<file path="src/rtl/threshold_scan_ctrl.sv">
// Time-multiplexes one external 8-bit threshold comparator across NCH channels.
// Each channel's result is debounced into a trip flag, and the trip flags are ORed into out_o.
module threshold_scan_ctrl #(
    parameter int NCH      = 4,
    parameter int SETTLE   = 2,
    parameter int DEBOUNCE = 3
) (
    input  logic                    clk_i,
    input  logic                    rst_i,
    input  logic                    run_i,
    input  logic                    cfg_we_i,
    input  logic [$clog2(NCH)-1:0]  cfg_addr_i,
    input  logic [7:0]              cfg_data_i,
    input  logic                    t_g_gt_i,
    output logic [7:0]              gt_o,
    output logic [$clog2(NCH)-1:0]  ch_sel_o,
    output logic                    busy_o,
    output logic                    done_o,
    output logic [NCH-1:0]          trip_o,
    output logic                    out_o
);

    localparam int CW = $clog2(NCH);
    localparam int SW = $clog2(SETTLE + 1);
    localparam int DW = $clog2(DEBOUNCE + 1);

    localparam logic [1:0] S_IDLE   = 2'd0;
    localparam logic [1:0] S_LOAD   = 2'd1;
    localparam logic [1:0] S_SETTLE = 2'd2;
    localparam logic [1:0] S_SAMPLE = 2'd3;

    logic [1:0]     state_q,  state_d;
    logic [CW-1:0]  ch_q,     ch_d;
    logic [SW-1:0]  wait_q,   wait_d;
    logic [7:0]     gt_q,     gt_d;
    logic [CW-1:0]  ch_sel_q, ch_sel_d;
    logic           done_q,   done_d;
    logic [NCH-1:0] trip_q,   trip_d;
    logic           out_q,    out_d;
    logic [DW-1:0]  cnt_q [NCH];
    logic [DW-1:0]  cnt_d [NCH];
    logic [7:0]     thr_q [NCH];
    logic [7:0]     thr_d [NCH];
    logic [DW-1:0]  cnt_inc;

    assign cnt_inc = cnt_q[ch_q] + DW'(1);

    always_comb begin
        state_d  = state_q;
        ch_d     = ch_q;
        wait_d   = wait_q;
        gt_d     = gt_q;
        ch_sel_d = ch_sel_q;
        done_d   = 1'b0;
        trip_d   = trip_q;
        cnt_d    = cnt_q;
        thr_d    = thr_q;
        out_d    = |trip_q;

        // LOAD reads thr_q, so a write landing on the same edge only affects later slots.
        if (cfg_we_i) begin
            thr_d[cfg_addr_i] = cfg_data_i;
        end

        case (state_q)
            S_IDLE: begin
                if (run_i) begin
                    state_d = S_LOAD;
                    ch_d    = '0;
                end
            end
            S_LOAD: begin
                gt_d     = thr_q[ch_q];
                ch_sel_d = ch_q;
                wait_d   = SW'(SETTLE - 1);
                state_d  = S_SETTLE;
            end
            S_SETTLE: begin
                if (wait_q == '0) begin
                    state_d = S_SAMPLE;
                end else begin
                    wait_d = wait_q - SW'(1);
                end
            end
            S_SAMPLE: begin
                if (t_g_gt_i == trip_q[ch_q]) begin
                    cnt_d[ch_q] = '0;
                end else if (cnt_inc == DW'(DEBOUNCE)) begin
                    trip_d[ch_q] = ~trip_q[ch_q];
                    cnt_d[ch_q]  = '0;
                end else begin
                    cnt_d[ch_q] = cnt_inc;
                end

                if (ch_q == CW'(NCH - 1)) begin
                    done_d  = 1'b1;
                    ch_d    = '0;
                    state_d = run_i ? S_LOAD : S_IDLE;
                end else begin
                    ch_d    = ch_q + CW'(1);
                    state_d = S_LOAD;
                end
            end
            default: begin
                state_d = S_IDLE;
            end
        endcase
    end

    always_ff @(posedge clk_i or posedge rst_i) begin
        if (rst_i) begin
            state_q  <= S_IDLE;
            ch_q     <= '0;
            wait_q   <= '0;
            gt_q     <= '0;
            ch_sel_q <= '0;
            done_q   <= 1'b0;
            trip_q   <= '0;
            out_q    <= 1'b0;
            for (int i = 0; i < NCH; i++) begin
                cnt_q[i] <= '0;
                thr_q[i] <= 8'hFF;
            end
        end else begin
            state_q  <= state_d;
            ch_q     <= ch_d;
            wait_q   <= wait_d;
            gt_q     <= gt_d;
            ch_sel_q <= ch_sel_d;
            done_q   <= done_d;
            trip_q   <= trip_d;
            out_q    <= out_d;
            for (int i = 0; i < NCH; i++) begin
                cnt_q[i] <= cnt_d[i];
                thr_q[i] <= thr_d[i];
            end
        end
    end

    assign gt_o     = gt_q;
    assign ch_sel_o = ch_sel_q;
    assign busy_o   = (state_q != S_IDLE);
    assign done_o   = done_q;
    assign trip_o   = trip_q;
    assign out_o    = out_q;

endmodule

</file>
<file path="config.mk">
export PLATFORM = sky130hd
export DESIGN_NAME = threshold_scan_ctrl
export DESIGN_NICKNAME = d
export VERILOG_FILES = /design/src/rtl/threshold_scan_ctrl.sv
export SDC_FILE = /design/constraint.sdc
export NUM_CORES = 1
export LEC_CHECK = 0
export BUFFER_PORTS_ARGS = -buffer_cell sky130_fd_sc_hd__clkbuf_2
export CAP_MARGIN = 20
export CORE_UTILIZATION = 63
export CTS_BUF_LIST = sky130_fd_sc_hd__clkbuf_4 sky130_fd_sc_hd__clkbuf_8 sky130_fd_sc_hd__clkbuf_16
export DETAILED_ROUTE_END_ITERATION = 7
export PLACE_DENSITY = 0.85
export SKIP_CTS_REPAIR_TIMING = 1
export SLEW_MARGIN = 20
export SYNTH_ARGS = -nofsm -noshare
export SYNTH_HDL_FRONTEND = slang
export SYNTH_SLANG_ARGS = --single-unit
</file>
<file path="constraint.sdc">
create_clock -name clk_i -period 6.78 [get_ports clk_i]
set_clock_uncertainty 0.2 [all_clocks]
set_input_delay 1.695 -clock clk_i [delete_from_list [all_inputs] [get_ports clk_i]]
set_output_delay 1.695 -clock clk_i [all_outputs]
set_load 0.05 [all_outputs]
</file>
### After elaboration in Yosys (flattened, before gate mapping)

Index checks and enable logic that the tools add are counted.

* add/sub/neg operators: 3
* multipliers: 0
* div/mod/pow operators: 0
* magnitude comparators: 6
* eq/ne operators: 9
* shifts and indexed selects: 0
* multiplexer cells: 31
* bitwise gates (word level): 6
* reduce and logical (&&, ||, !) cells: 13

Operators by type and width (number)
* $mux 8: 5
* $bwmux 32: 1
* $bmux 8 s2: 1
* $demux 8 s2: 1
* $mux 2: 8
* $and 8x8->8: 1
* $bwmux 8: 1
* $eq 2x2->1 const B: 4
* $not 8->8: 1
* $pmux 2 s2: 2
* $pmux 2 s4: 1
* $ge 3x3->1 const B: 2
* $lt 3x1->1 const B: 2
* $mux 1: 6
* $ne 2x2->1 const B: 3
* $not 2->3: 2
* $reduce_and 2->1: 3
* $reduce_bool 2->1: 3
* $add 2x1->2 const B: 2
* $bmux 2 s2: 1
* $bwmux 4: 1
* $demux 2 s2: 1
* $logic_not 2->1: 2
* $reduce_or 4->1: 1
* 10 further kinds: 13

* register bits: 62
* latch bits: 0
* RAM bits: 0
* ROM bits: 0
* bits of input ports: 15
* output and inout port bits: 17
* logic and storage cells: 84
* memories: 0

### Longest topological paths before layout

* depth in word-level cells: 9
* depth in mapped cells: 8
* gate-level depth less buffers: 7

### Worst setup path after synthesis

No wires, ideal clock.

* path kind: input port to flip-flop
* start point: input t_g_gt_i
* end point: register cnt_q[5] in the netlist's numbering
* setup time: 0.066 ns
* arrival: 2.665 ns
* required time: 6.514 ns
* slack: 3.849 ns
* stages: 4
* path buffers: 1
* cell sequence: clkbuf_2 > xor2_2 > nor4b_4 > a221o_1

* word-level cells in the longest chain between the ends: 2

RTL lines
* start, declared: RTL line 14 `input logic t_g_gt_i,`
* $eq 1x1->1: RTL line 86 `if (t_g_gt_i == trip_q[ch_q]) begin`
* $mux 8: RTL line 86
* end signal, assigned by index: RTL line 134 `cnt_q[i] <= cnt_d[i];`
* end, declared: RTL line 40 `logic [DW-1:0] cnt_q [NCH];`

Every way passes these cells.
A chain may end at the register's enable or synchronous reset.

### Worst setup path in the final report

* start point: register state_q[0]
* end point: output busy_o

* word-level cells in the longest chain between the ends: 1

RTL lines
* start, declared: RTL line 32 `logic [1:0] state_q, state_d;`
* start signal, assigned: RTL line 125 `state_q <= state_d;`
* $reduce_bool 2->1: RTL line 142 `assign busy_o = (state_q != S_IDLE);`
* end, declared: RTL line 17 `output logic busy_o,`

Every way passes these cells.

==> impl_metrics.json <==
{
  "run_status": "finished, violations left",
  "failed_checks": "design-rule violations",
  "dp_hpwl_mm": 3.733,
  "routed_vias": 1893,
  "initial_core_utilization": 0.6751,
  "timing.fmax_mhz": 302.5,
  "post_route_cells_drive_above_1_share": 0.5174,
  "worstHoldPathType": "reg2reg",
  "synth_warnings": 0,
  "cpMostUsedCell": "sky130_fd_sc_hd__inv_1",
  "most_common_cell_after_layout_fill_and_taps_aside": "sky130_fd_sc_hd__mux2_2",
  "tritoncts.num_buffers": 9,
  "mostFrequentLayoutCells": "42 x sky130_fd_sc_hd__mux2_2, 32 x sky130_fd_sc_hd__dfstp_2, 31 x sky130_fd_sc_hd__clkbuf_2, 30 x sky130_fd_sc_hd__dfrtp_1",
  "drv_slew": 0,
  "grt_max_degree": 63,
  "clock_latency_ps": 340,
  "endpoint_kind": "output port",
  "drc_errors": 3,
  "postSynthCellCount": 217,
  "finalSetupTns_ps": 0,
  "syn_area_sq_um": 3020,
  "syn_nets": 244,
  "ioPinCount": 32,
  "wirelength_met1_mm": 2.572,
  "io_buffer_count": 31,
  "ir_worst_vdd_mv": 0.3170,
  "drv.max_cap_violation_count": 0,
  "synth.distinct_cells": 32,
  "critical_path.startpoint_type": "flop",
  "globalplace.congestion": 0.8005,
  "synth_seq_cells": 62,
  "crit_path_cell_trace": "inv_1 > ha_1 > inv_1 > clkbuf_2",
  "clock_sink_count": 62,
  "num-fill-cells": 285,
  "post_layout_nonfiller_instances": 311,
  "final.min_clock_period_ps": 3306,
  "fp.dieArea_sq_um": 5075,
  "first_global_vias": 1933,
  "gr-usage-all-layers": 0.2546,
  "met2WireLength_mm": 2.810,
  "postLayoutCoreUtil": 0.7578,
  "leakage_nw": 1.458,
  "synth_largest_type_area_fraction": 0.2784,
  "clockBufferDepth": 2,
  "antenna_violations_before_repair": 0,
  "timing_hold_violations_final": 0,
  "routed_wire_length_per_instance_um": 18.24,
  "die_h_um": 71.24,
  "worst-slew-pin-transition_ps": 856.5,
  "placed_cells_incl_taps": 295,
  "clk_pin_slew_ps": 70,
  "fin_crit_sh": 0.4875,
  "cts_tree": "done",
  "finalPower_mw": 1.508,
  "route.met3.wl_um": 170,
  "n_antenna_cell": 0,
  "root_buffer_cell": "sky130_fd_sc_hd__clkbuf_8",
  "wl_mm": 5.674,
  "multi_input_comb_area_sq_um": 1355,
  "critical_path_class": "reg2out",
  "rows": 24,
  "h-tree-depth": 3,
  "crit_fanout": 5,
  "die_width_um": 71.24,
  "critical_path.max_stage_delay_ps": 390,
  "grt_setup_unrepaired": "no",
  "drtIter0Drc": 127,
  "first_pass_grt_wire_length_mm": 9.508,
  "ff_latch_area_sq_um": 1592,
  "finalWorstSetupSlack_ps": 3474,
  "drt_first_pass_iters": 6,
  "area_growth_pct": 12.26,
  "detailedPlace.worstSlack_ps": 3631,
  "synth.largest_area_cell": "sky130_fd_sc_hd__dfstp_2",
  "synth_sequential_area_ratio": 0.5269,
  "critical_path.slowest_cell": "sky130_fd_sc_hd__dfrtp_1",
  "globalRoute.totalOverflow": 0,
  "max-slew-margin-rel": 0.4290,
  "drt.antenna.violating_nets": 0,
  "topRoutingLayerUsed": "met4",
  "required_ps": 4890,
  "setup_viol_count_final": 0,
  "final_stage_net_count": 281,
  "viasPerCell": 6.087,
  "synth_area_per_cell_sq_um": 13.92,
  "worst_ep_arrival_time_ps": 1410,
  "power_density_of_the_placed_cells_nw_per_um2": 444.8,
  "core_sq_um": 4474,
  "yosys-top-cells-area": "sky130_fd_sc_hd__dfstp_2 28%, sky130_fd_sc_hd__dfrtp_1 25%, sky130_fd_sc_hd__mux2_2 16%"
}
==> metrics by stage <==
stage / area [sq um] / hold slack (ps)
after floorplan: 3020 / 249.8
after global placement: 3216 / 273.5
after detailed placement: 3216 / 293.1
after CTS: 3391 / 305.1
after global routing: 3391 / 328.5
final: 3391 / 305.1
==> critical path: cells and delay by family (launching register included) <==
kind	cells	cell delay, ps
adders and majority gates	1	250
buffers and inverters	3	440
DFF	1	390
==> cell usage after synthesis (all sizes together) <==
cell type / count
nand3: 3
a221o: 8
nand2: 8
a32oi: 1
inv: 10
buf: 3
nor2: 7
mux4: 11
clkbuf: 3
nor4b: 1
dfstp: 32
nor3b: 4
nand2b: 8
clkinv: 1
a32o: 1
a21oi: 12
ha: 12
dfrtp: 30
o21ai: 8
or4: 1
nand3b: 2
and2: 1
nor3: 5
and4b: 1
xor2: 1
mux2: 42
nor2b: 1
==> registers in the layout (all words and copies together) (netlist names) <==
register and count:
thr_q 32, cnt_q 8, gt_o 8, trip_o 4, ch_q 2, ch_sel_o 2, state_q 2, wait_q 2
done_o 1, out_o 1
==> area by class of cell <==
type                    instances  share of cell area
inverters                      11             0.01218
multi-input cells             138              0.3996
well taps                      52             0.01919
flip-flops and latches         62              0.4694
clock inverters                 7             0.01513
repair buffers                 32             0.04797
clock buffers                   9             0.03653
==> where the power goes <==
group	internal, mW	switching [mW]
Clock	0.133	0.147
Sequential	0.502	0.0930
Combinational	0.267	0.366
==> cells by family after synthesis <==
kind of cell / after synthesis / synth area share
flip-flops: 62 / 0.5269
multiplexers: 53 / 0.2436
AND/OR/NAND/NOR: 42 / 0.08409
AO/OA/AOI/OAI: 30 / 0.06587
buffers and inverters: 17 / 0.02444
adder cells (fa/ha/maj): 12 / 0.04971
XOR/XNOR: 1 / 0.005387
==> metal layers <==
layer  vias to the layer above  GRT usage
met5                         -          0
met4                         0     0.1200
met3                        13    0.05063
met2                        41     0.4159
met1                       953     0.3317
li1                        886          -
==> worst paths after layout <==
check	from	endpoint	slack, ps	depth (start not counted)
max in group asynchronous	rst_i	gt_o[1]	4550	3
worst max-delay path	state_q[0]	busy_o	3470	4
worst max register to register	ch_q[0]	cnt_q[3]	3640	6
min in group asynchronous	rst_i	out_o	1350	3
worst min-delay path	ch_sel_o[1]	ch_sel_o[1]	310	1
worst min register to register	ch_sel_o[1]	ch_sel_o[1]	310	1
Note: power is estimated with default switching activity, not from simulation.
